### config.mk
export PLATFORM = sky130hd
export DESIGN_NAME = vga_layer_mixer_flat
export DESIGN_NICKNAME = d
export VERILOG_FILES = /design/src/rtl/vga_layer_mixer_if.sv /design/src/rtl/vga_layer_mixer.sv /design/src/flat_wrapper.sv
export SDC_FILE = /design/constraint.sdc
export NUM_CORES = 1
export LEC_CHECK = 0
export CAP_MARGIN = 5
export CORE_MARGIN = 2
export CORE_UTILIZATION = 55
export CTS_CLUSTER_SIZE = 14
export DETAILED_ROUTE_END_ITERATION = 10
export PLACE_DENSITY = 0.83
export SYNTH_ARGS = -nofsm -noshare
export SYNTH_HDL_FRONTEND = slang
export SYNTH_SLANG_ARGS = --single-unit
### constraint.sdc
create_clock -name clk25 -period 2.6 [get_ports clk25]
set_input_delay 0.78 -clock clk25 [delete_from_list [all_inputs] [get_ports clk25]]
set_output_delay 0.78 -clock clk25 [all_outputs]
set_load 0.03 [all_outputs]
### src/rtl/vga_layer_mixer_if.sv
// Bundles the per-layer pixel inputs, configuration, timing inputs and composited
// VGA outputs of the layer mixer.
interface vga_layer_mixer_if #(
   parameter int unsigned LAYERS = 4
);
   logic [8*LAYERS-1:0] layer_rgb;
   logic [LAYERS-1:0]   layer_en;
   logic [LAYERS-1:0]   blink_mask;
   logic                mode;
   logic [7:0]          key_color;
   logic [7:0]          bg_color;
   logic                vidon_in;
   logic                hsync_in;
   logic                vsync_in;
   logic [2:0]          red;
   logic [2:0]          green;
   logic [1:0]          blue;
   logic                hsync;
   logic                vsync;
   logic                vidon;
   logic                blink_phase;

   modport master (
      output layer_rgb, layer_en, blink_mask, mode, key_color, bg_color,
      output vidon_in, hsync_in, vsync_in,
      input  red, green, blue, hsync, vsync, vidon, blink_phase
   );

   modport slave (
      input  layer_rgb, layer_en, blink_mask, mode, key_color, bg_color,
      input  vidon_in, hsync_in, vsync_in,
      output red, green, blue, hsync, vsync, vidon, blink_phase
   );
endinterface

### src/rtl/vga_layer_mixer.sv
// Two-stage VGA compositor: priority/OR mixing of N layers with colour key, per-layer
// enable and blink, configuration shadowed at frame start, syncs delayed to match.
module vga_layer_mixer #(
   parameter int unsigned LAYERS       = 4,
   parameter int unsigned BLINK_FRAMES = 30
) (
   input logic             clk25,
   input logic             clr,
   vga_layer_mixer_if.slave mix
);

   // Stage 1
   logic [8*LAYERS-1:0] s1_rgb_q;
   logic [7:0]          s1_bg_q;
   logic                s1_vid_q, s1_hs_q, s1_vs_q;

   // Stage 2
   logic [7:0] pix_q, pix_d;
   logic       hs_q, vs_q, vid_q;

   // Frame-synchronous configuration and blink state
   logic [LAYERS-1:0] en_s_q, en_s_d;
   logic [LAYERS-1:0] blink_s_q, blink_s_d;
   logic              mode_s_q, mode_s_d;
   logic [7:0]        key_s_q, key_s_d;
   logic [7:0]        fcnt_q, fcnt_d;
   logic              phase_q, phase_d;

   logic              frame_start;
   logic [LAYERS-1:0] vis;
   logic [7:0]        or_pix, pri_pix;

   // s1_vs_q doubles as the registered vsync used for falling-edge detection.
   assign frame_start = s1_vs_q & ~mix.vsync_in;

   always_comb begin
      en_s_d    = en_s_q;
      blink_s_d = blink_s_q;
      mode_s_d  = mode_s_q;
      key_s_d   = key_s_q;
      fcnt_d    = fcnt_q;
      phase_d   = phase_q;
      if (frame_start) begin
         en_s_d    = mix.layer_en;
         blink_s_d = mix.blink_mask;
         mode_s_d  = mix.mode;
         key_s_d   = mix.key_color;
         if (fcnt_q == 8'(BLINK_FRAMES - 1)) begin
            fcnt_d  = 8'h00;
            phase_d = ~phase_q;
         end else begin
            fcnt_d = fcnt_q + 8'h01;
         end
      end
   end

   always_comb begin
      vis     = en_s_q & (~blink_s_q | {LAYERS{phase_q}});
      or_pix  = 8'h00;
      pri_pix = s1_bg_q;
      // Walk from lowest to highest priority so the lowest opaque index wins.
      for (int i = int'(LAYERS) - 1; i >= 0; i--) begin
         if (vis[i]) begin
            or_pix = or_pix | s1_rgb_q[8*i +: 8];
            if (s1_rgb_q[8*i +: 8] != key_s_q) pri_pix = s1_rgb_q[8*i +: 8];
         end
      end
      if (!s1_vid_q)     pix_d = 8'h00;
      else if (mode_s_q) pix_d = pri_pix;
      else               pix_d = or_pix;
   end

   always_ff @(posedge clk25) begin
      if (clr) begin
         s1_rgb_q  <= '0;
         s1_bg_q   <= 8'h00;
         s1_vid_q  <= 1'b0;
         s1_hs_q   <= 1'b1;
         s1_vs_q   <= 1'b1;
         pix_q     <= 8'h00;
         hs_q      <= 1'b1;
         vs_q      <= 1'b1;
         vid_q     <= 1'b0;
         en_s_q    <= '1;
         blink_s_q <= '0;
         mode_s_q  <= 1'b0;
         key_s_q   <= 8'h00;
         fcnt_q    <= 8'h00;
         phase_q   <= 1'b1;
      end else begin
         s1_rgb_q  <= mix.layer_rgb;
         s1_bg_q   <= mix.bg_color;
         s1_vid_q  <= mix.vidon_in;
         s1_hs_q   <= mix.hsync_in;
         s1_vs_q   <= mix.vsync_in;
         pix_q     <= pix_d;
         hs_q      <= s1_hs_q;
         vs_q      <= s1_vs_q;
         vid_q     <= s1_vid_q;
         en_s_q    <= en_s_d;
         blink_s_q <= blink_s_d;
         mode_s_q  <= mode_s_d;
         key_s_q   <= key_s_d;
         fcnt_q    <= fcnt_d;
         phase_q   <= phase_d;
      end
   end

   assign mix.red         = pix_q[7:5];
   assign mix.green       = pix_q[4:2];
   assign mix.blue        = pix_q[1:0];
   assign mix.hsync       = hs_q;
   assign mix.vsync       = vs_q;
   assign mix.vidon       = vid_q;
   assign mix.blink_phase = phase_q;

endmodule

### src/flat_wrapper.sv
// flat-port wrapper written by rule: the top's interface ports become plain ports
module vga_layer_mixer_flat 
#(
   parameter int unsigned LAYERS       = 4,
   parameter int unsigned BLINK_FRAMES = 30
)
  (clk25, clr, mix_layer_rgb, mix_layer_en, mix_blink_mask, mix_mode, mix_key_color, mix_bg_color, mix_vidon_in, mix_hsync_in, mix_vsync_in, mix_red, mix_green, mix_blue, mix_hsync, mix_vsync, mix_vidon, mix_blink_phase);
  vga_layer_mixer_if #(.LAYERS(LAYERS)) mix_i ();
  input logic clk25;
  input logic clr;
  input wire logic [$bits(mix_i.layer_rgb)-1:0] mix_layer_rgb;
  input wire logic [$bits(mix_i.layer_en)-1:0] mix_layer_en;
  input wire logic [$bits(mix_i.blink_mask)-1:0] mix_blink_mask;
  input wire logic [$bits(mix_i.mode)-1:0] mix_mode;
  input wire logic [$bits(mix_i.key_color)-1:0] mix_key_color;
  input wire logic [$bits(mix_i.bg_color)-1:0] mix_bg_color;
  input wire logic [$bits(mix_i.vidon_in)-1:0] mix_vidon_in;
  input wire logic [$bits(mix_i.hsync_in)-1:0] mix_hsync_in;
  input wire logic [$bits(mix_i.vsync_in)-1:0] mix_vsync_in;
  output wire logic [$bits(mix_i.red)-1:0] mix_red;
  output wire logic [$bits(mix_i.green)-1:0] mix_green;
  output wire logic [$bits(mix_i.blue)-1:0] mix_blue;
  output wire logic [$bits(mix_i.hsync)-1:0] mix_hsync;
  output wire logic [$bits(mix_i.vsync)-1:0] mix_vsync;
  output wire logic [$bits(mix_i.vidon)-1:0] mix_vidon;
  output wire logic [$bits(mix_i.blink_phase)-1:0] mix_blink_phase;
  assign mix_i.layer_rgb = mix_layer_rgb;
  assign mix_i.layer_en = mix_layer_en;
  assign mix_i.blink_mask = mix_blink_mask;
  assign mix_i.mode = mix_mode;
  assign mix_i.key_color = mix_key_color;
  assign mix_i.bg_color = mix_bg_color;
  assign mix_i.vidon_in = mix_vidon_in;
  assign mix_i.hsync_in = mix_hsync_in;
  assign mix_i.vsync_in = mix_vsync_in;
  assign mix_red = mix_i.red;
  assign mix_green = mix_i.green;
  assign mix_blue = mix_i.blue;
  assign mix_hsync = mix_i.hsync;
  assign mix_vsync = mix_i.vsync;
  assign mix_vidon = mix_i.vidon;
  assign mix_blink_phase = mix_i.blink_phase;
  vga_layer_mixer #(.LAYERS(LAYERS), .BLINK_FRAMES(BLINK_FRAMES)) u_core (.clk25(clk25), .clr(clr), .mix(mix_i));
endmodule
* After elaboration in Yosys (flattened, before gate mapping)
Cells that the tools add are included.
** Cells by class
- Add/subtract/negate cells :: 1
- Multiply operators :: 0
- Div/mod/pow operators :: 0
- Order comparisons :: 0
- Equal/unequal tests :: 5
- Shift-type cells :: 0
- Multiplexer cells :: 14
- Bitwise operators :: 10
- Reductions and logical operators :: 2
** Operator list (number)
- $mux W8 :: 14
- $ne A8 B8 Y1 :: 4
- $or A8 B8 Y8 :: 3
- $add A8 B1 Y8 const B :: 1
- $eq A8 B5 Y1 const B :: 1
- $and A4 B4 Y4 :: 1
- $not A4 Y4 :: 1
- $or A4 B4 Y4 :: 1
- $not A1 Y1 :: 3
- $reduce_and A2 Y1 :: 1
- $reduce_or A2 Y1 :: 1
- $and A1 B1 Y1 :: 1
** Storage, ports and cells
- Flip-flop bits (word level) :: 80
- Bits in latches :: 0
- RAM bits :: 0
- ROM bits :: 0
- Input bits :: 62
- Output and inout port bits :: 12
- Logic and storage cells :: 47
- Memories kept :: 0

* Longest topological paths before layout
- Word-level depth :: 11
- Mapped depth :: 7
- Depth with buffers taken out :: 6

* Worst setup path before layout
Ideal clock, no wire load.
- Kind :: input to register
- Start point :: in mix_vsync_in
- End point :: reg u_core.fcnt_q[1]
- Library setup time :: 0.134 ns
- Arrival :: 1.609 ns
- Data required time :: 2.466 ns
- Setup slack :: 0.857 ns
- Cell stages on the path :: 5
- Buffers on the path :: 0
- Cell sequence :: nor2b_1 > and4_1 > nand2_1 > nand2b_1 > a211oi_1
** On the way
- Longest elaborated chain between the ends :: 2
** Ends and longest elaborated chain
- start, declared :: line flat_wrapper.sv:19 : input wire logic [$bits(mix_i.vsync_in)-1:0] mix_vsync_in;
- $not A1 Y1 :: line vga_layer_mixer.sv:34 : assign frame_start = s1_vs_q & ~mix.vsync_in;
- $and A1 B1 Y1 :: line vga_layer_mixer.sv:34
- end signal, assigned :: line vga_layer_mixer.sv:104 : fcnt_q <= fcnt_d;
- end, declared :: line vga_layer_mixer.sv:26 : logic [7:0] fcnt_q, fcnt_d;
No other way between the ends.
A chain may end at the register's enable or synchronous reset.

* Worst setup path in the final report
- Start point :: reg u_core.phase_q (netlist: u_core.mix.blink_phase)
- End point :: out mix_blink_phase
** RTL lines
- start, declared :: line vga_layer_mixer.sv:27 : logic phase_q, phase_d;
- start signal, assigned :: line vga_layer_mixer.sv:105 : phase_q <= phase_d;
- end, declared :: line flat_wrapper.sv:26 : output wire logic [$bits(mix_i.blink_phase)-1:0] mix_blink_phase;
No word-level cell between the ends.

==> reports/metrics.yaml <==
synth:
  synth_common_cells: "80 x sky130_fd_sc_hd__dfxtp_1, 54 x sky130_fd_sc_hd__nand2_1, 42 x sky130_fd_sc_hd__nor2b_1"
  yosysWarnings: 0
  synth.distinct_cells: 42
  synth.ff_latch_count: 80
  syn_area_sq_um: 4040
  synth_ff_type: "sky130_fd_sc_hd__dfxtp_1"
  post-synth-top-area-fraction_pct: 39.6
  synth.area.top_cells: "sky130_fd_sc_hd__dfxtp_1 40%, sky130_fd_sc_hd__nor2b_1 6.5%, sky130_fd_sc_hd__nand2_1 5.0%"
  synthesis.nets: 499
  synth_area_leader_cell: "sky130_fd_sc_hd__dfxtp_1"
  netlist_instances: 435
  syn_avg_cell_area_sq_um: 9.29
  synth_async_sr_flop_share_pct: 0
  synth-edff-count: 0
  sequential_fraction_of_the_synthesis_area_pct: 39.6
  yosys.cell_count.top_type: "sky130_fd_sc_hd__dfxtp_1"
route:
  first_pass_iteration_count_of_the_detailed_router: 6
  drt_drc_violations_left: 0
  drt-wirelength-per-cell_um: 16.9
  vias_per_cell: 5.62
  dr_total_vias: 3346
  ant_nets: 0
  total_wirelength_of_the_detailed_routed_design_um: 10100
  drt_iter0_markers: 206
timing:
  timing.final.max_slew_violations: 0
  tightestPinTransition_ps: 663
  report.final.setup_viol: 0
  setup_repair_after_global_routing_missed_its_margin: "false"
  period_share_pct: 87.8
  finalWorstPathRequiredPeriod_ps: 2280
  hold_violation_total_from_the_final_report: 0
  final.setup.tns_ps: 0
  worst_hold_slack_ps: 426
  max_slew_margin_pct: 55.8
  achievable-frequency_mhz: 438
  worst_clock_skew_ps: 7.34
floorplan:
  io-pin-count: 74
  core_sq_um: 7180
  floorplan.initialDensity_pct: 56.3
  placementRows: 31
  die_area_sq_um: 8050
  die-height_um: 89.7
  floorplan.die.width_um: 89.7
status:
  outcome: "completed"
clocking:
  clkSlewWorstSetupHoldPaths_ps: 80
  cts.repair_timing.setup_buffer_count: 0
  clockRootBuffer: "sky130_fd_sc_hd__clkbuf_8"
  total_clock_buffers_created_by_cts: 9
  cts_max_path_buffers: 2
  cts_resized: 0
  cts.hold.buffers_added: 0
  cts_tree: "built"
  cts.sinks: 80
  htreeDepth: 3
  clock_insertion_delay_worst_skew_ps: 350
power:
  vdd.ir_drop.worst_uv: 404
  power.static_leakage_uw: 0.00182
  p_per_area_nw_per_um2: 572
cells_and_area:
  fraction_of_layout_cells_with_a_size_suffix_above_1_pct: 10.5
  area.growth.synth_to_final_pct: 21.0
  num_antenna_cells: 0
  final_nets: 555
worst_setup_path:
  worstSetupStartpointType: "register"
  timing.critical_path.cells: "clkdlybuf4s50_1"
  cp-end-kind: "output pin"
  path_max_fanout: 6
  timing.critical_path.slowest_cell_delay_ps: 710
  timing.setup.critical_path_class: "register to output pin"
  critical-path-slowest-cell: "sky130_fd_sc_hd__clkdlybuf4s50_1"
  worst-path-buf-inv: 1
  timing.critical_path.arrival_ps: 1500
  critical-path-top-delay-family: "buffers and inverters"
  critPathRequiredTime_ps: 1820
place:
  post-dp-hpwl_um: 7620
  io_buffer_count: 73
  routabilityCongestion: 0.909
global_routing:
  grt_max_degree: 29
  vias_in_the_first_global_route: 3352
  globalRoute.totalOverflow: 0
  first_pass_grt_wire_length_um: 16600
  grt_antenna_before_repair: 0
  global_route.usage.total_pct: 25.9
hold_path:
  hold_path_class: "register to register"
flow_run:
  max-cap-violations: 0
-- flip-flops by register name, summed over array words and instances (netlist names) --
register / count
u_core.key_s_q: 8
u_core.s1_vs_q: 1
u_core.mix.vidon: 1
u_core.blink_s_q: 4
u_core.mode_s_q: 1
u_core.s1_vid_q: 1
u_core.s1_hs_q: 1
u_core.en_s_q: 4
u_core.fcnt_q: 8
u_core.s1_bg_q: 8
u_core.mix.vsync: 1
u_core.pix_q: 8
u_core.mix.hsync: 1
u_core.s1_rgb_q: 32
u_core.mix.blink_phase: 1
-- power by group --
group          internal, uW  leakage [uW]  switching (uW)  total, uW
sequential             1290      0.000662            81.1       1370
clock                   469     0.0000993             447        916
combinational           258       0.00106             255        513
total                  2010       0.00182             783       2800
-- final cells by class --
class                   instances  area (sq um)
clock buffers                  11           141
clock inverters                 5          56.3
well taps                      99           124
multi-input cells             295          2100
flip-flops and latches         80          1600
fillers                       576          2280
inverters                      27           101
repair buffers                 78           763
-- cell usage in the layout (no fill, tap or decap), drive strengths merged, types with 9 or more instances in the layout --
cell type      count
xor2              23
inv               27
nand4             14
clkdlybuf4s50     72
a211oi             9
clkbuf            11
xnor2             17
and2              18
a21oi             23
dfxtp             80
nand2             54
a32oi             16
o2111ai           16
nor2b             42
-- through the flow --
stage	power, uW	cell area, sq um	instances	utilization, %	setup WS [ps]
2_1_floorplan	1720	4040	435	-	857
3_3_place_gp	1890	4690	579	65.4	471
3_5_place_dp	1900	4690	579	65.4	346
4_1_cts	2810	4890	595	68.2	302
5_1_grt	2920	4890	595	68.2	261
6_report	2800	4890	595	68.2	316
-- cells by family (layout without fill, tap and decap cells) --
group / count (synthesis) / count (layout) / share of synthesized area (%)
AND/OR/NAND/NOR: 162 / 162 / 23.9
AO/OA/AOI/OAI: 91 / 91 / 17.7
flip-flops: 80 / 80 / 39.6
buffers and inverters: 60 / 121 / 8.33
XOR/XNOR: 40 / 40 / 9.78
adder cells (fa/ha/maj): 2 / 2 / 0.619
-- worst paths after layout --
path                          start               end  slack, ps  depth (start not counted)
max          u_core.mix.blink_phase   mix_blink_phase        320                          1
min                  u_core.s1_hs_q  u_core.mix.hsync        430                          1
max reg2reg       u_core.key_s_q[4]   u_core.pix_q[2]        630                          5
min reg2reg          u_core.s1_hs_q  u_core.mix.hsync        430                          1
-- layer usage --
| metal | GRT usage (%) | part of all wire [%] |
|---|---|---|
| met1 | 33.2 | 43 |
| met2 | 42.8 | 48 |
| met3 | 3.77 | 5.0 |
| met4 | 12.7 | 3.8 |
| met5 | 0 | 0 |
Power figures use the tool's default switching activity.
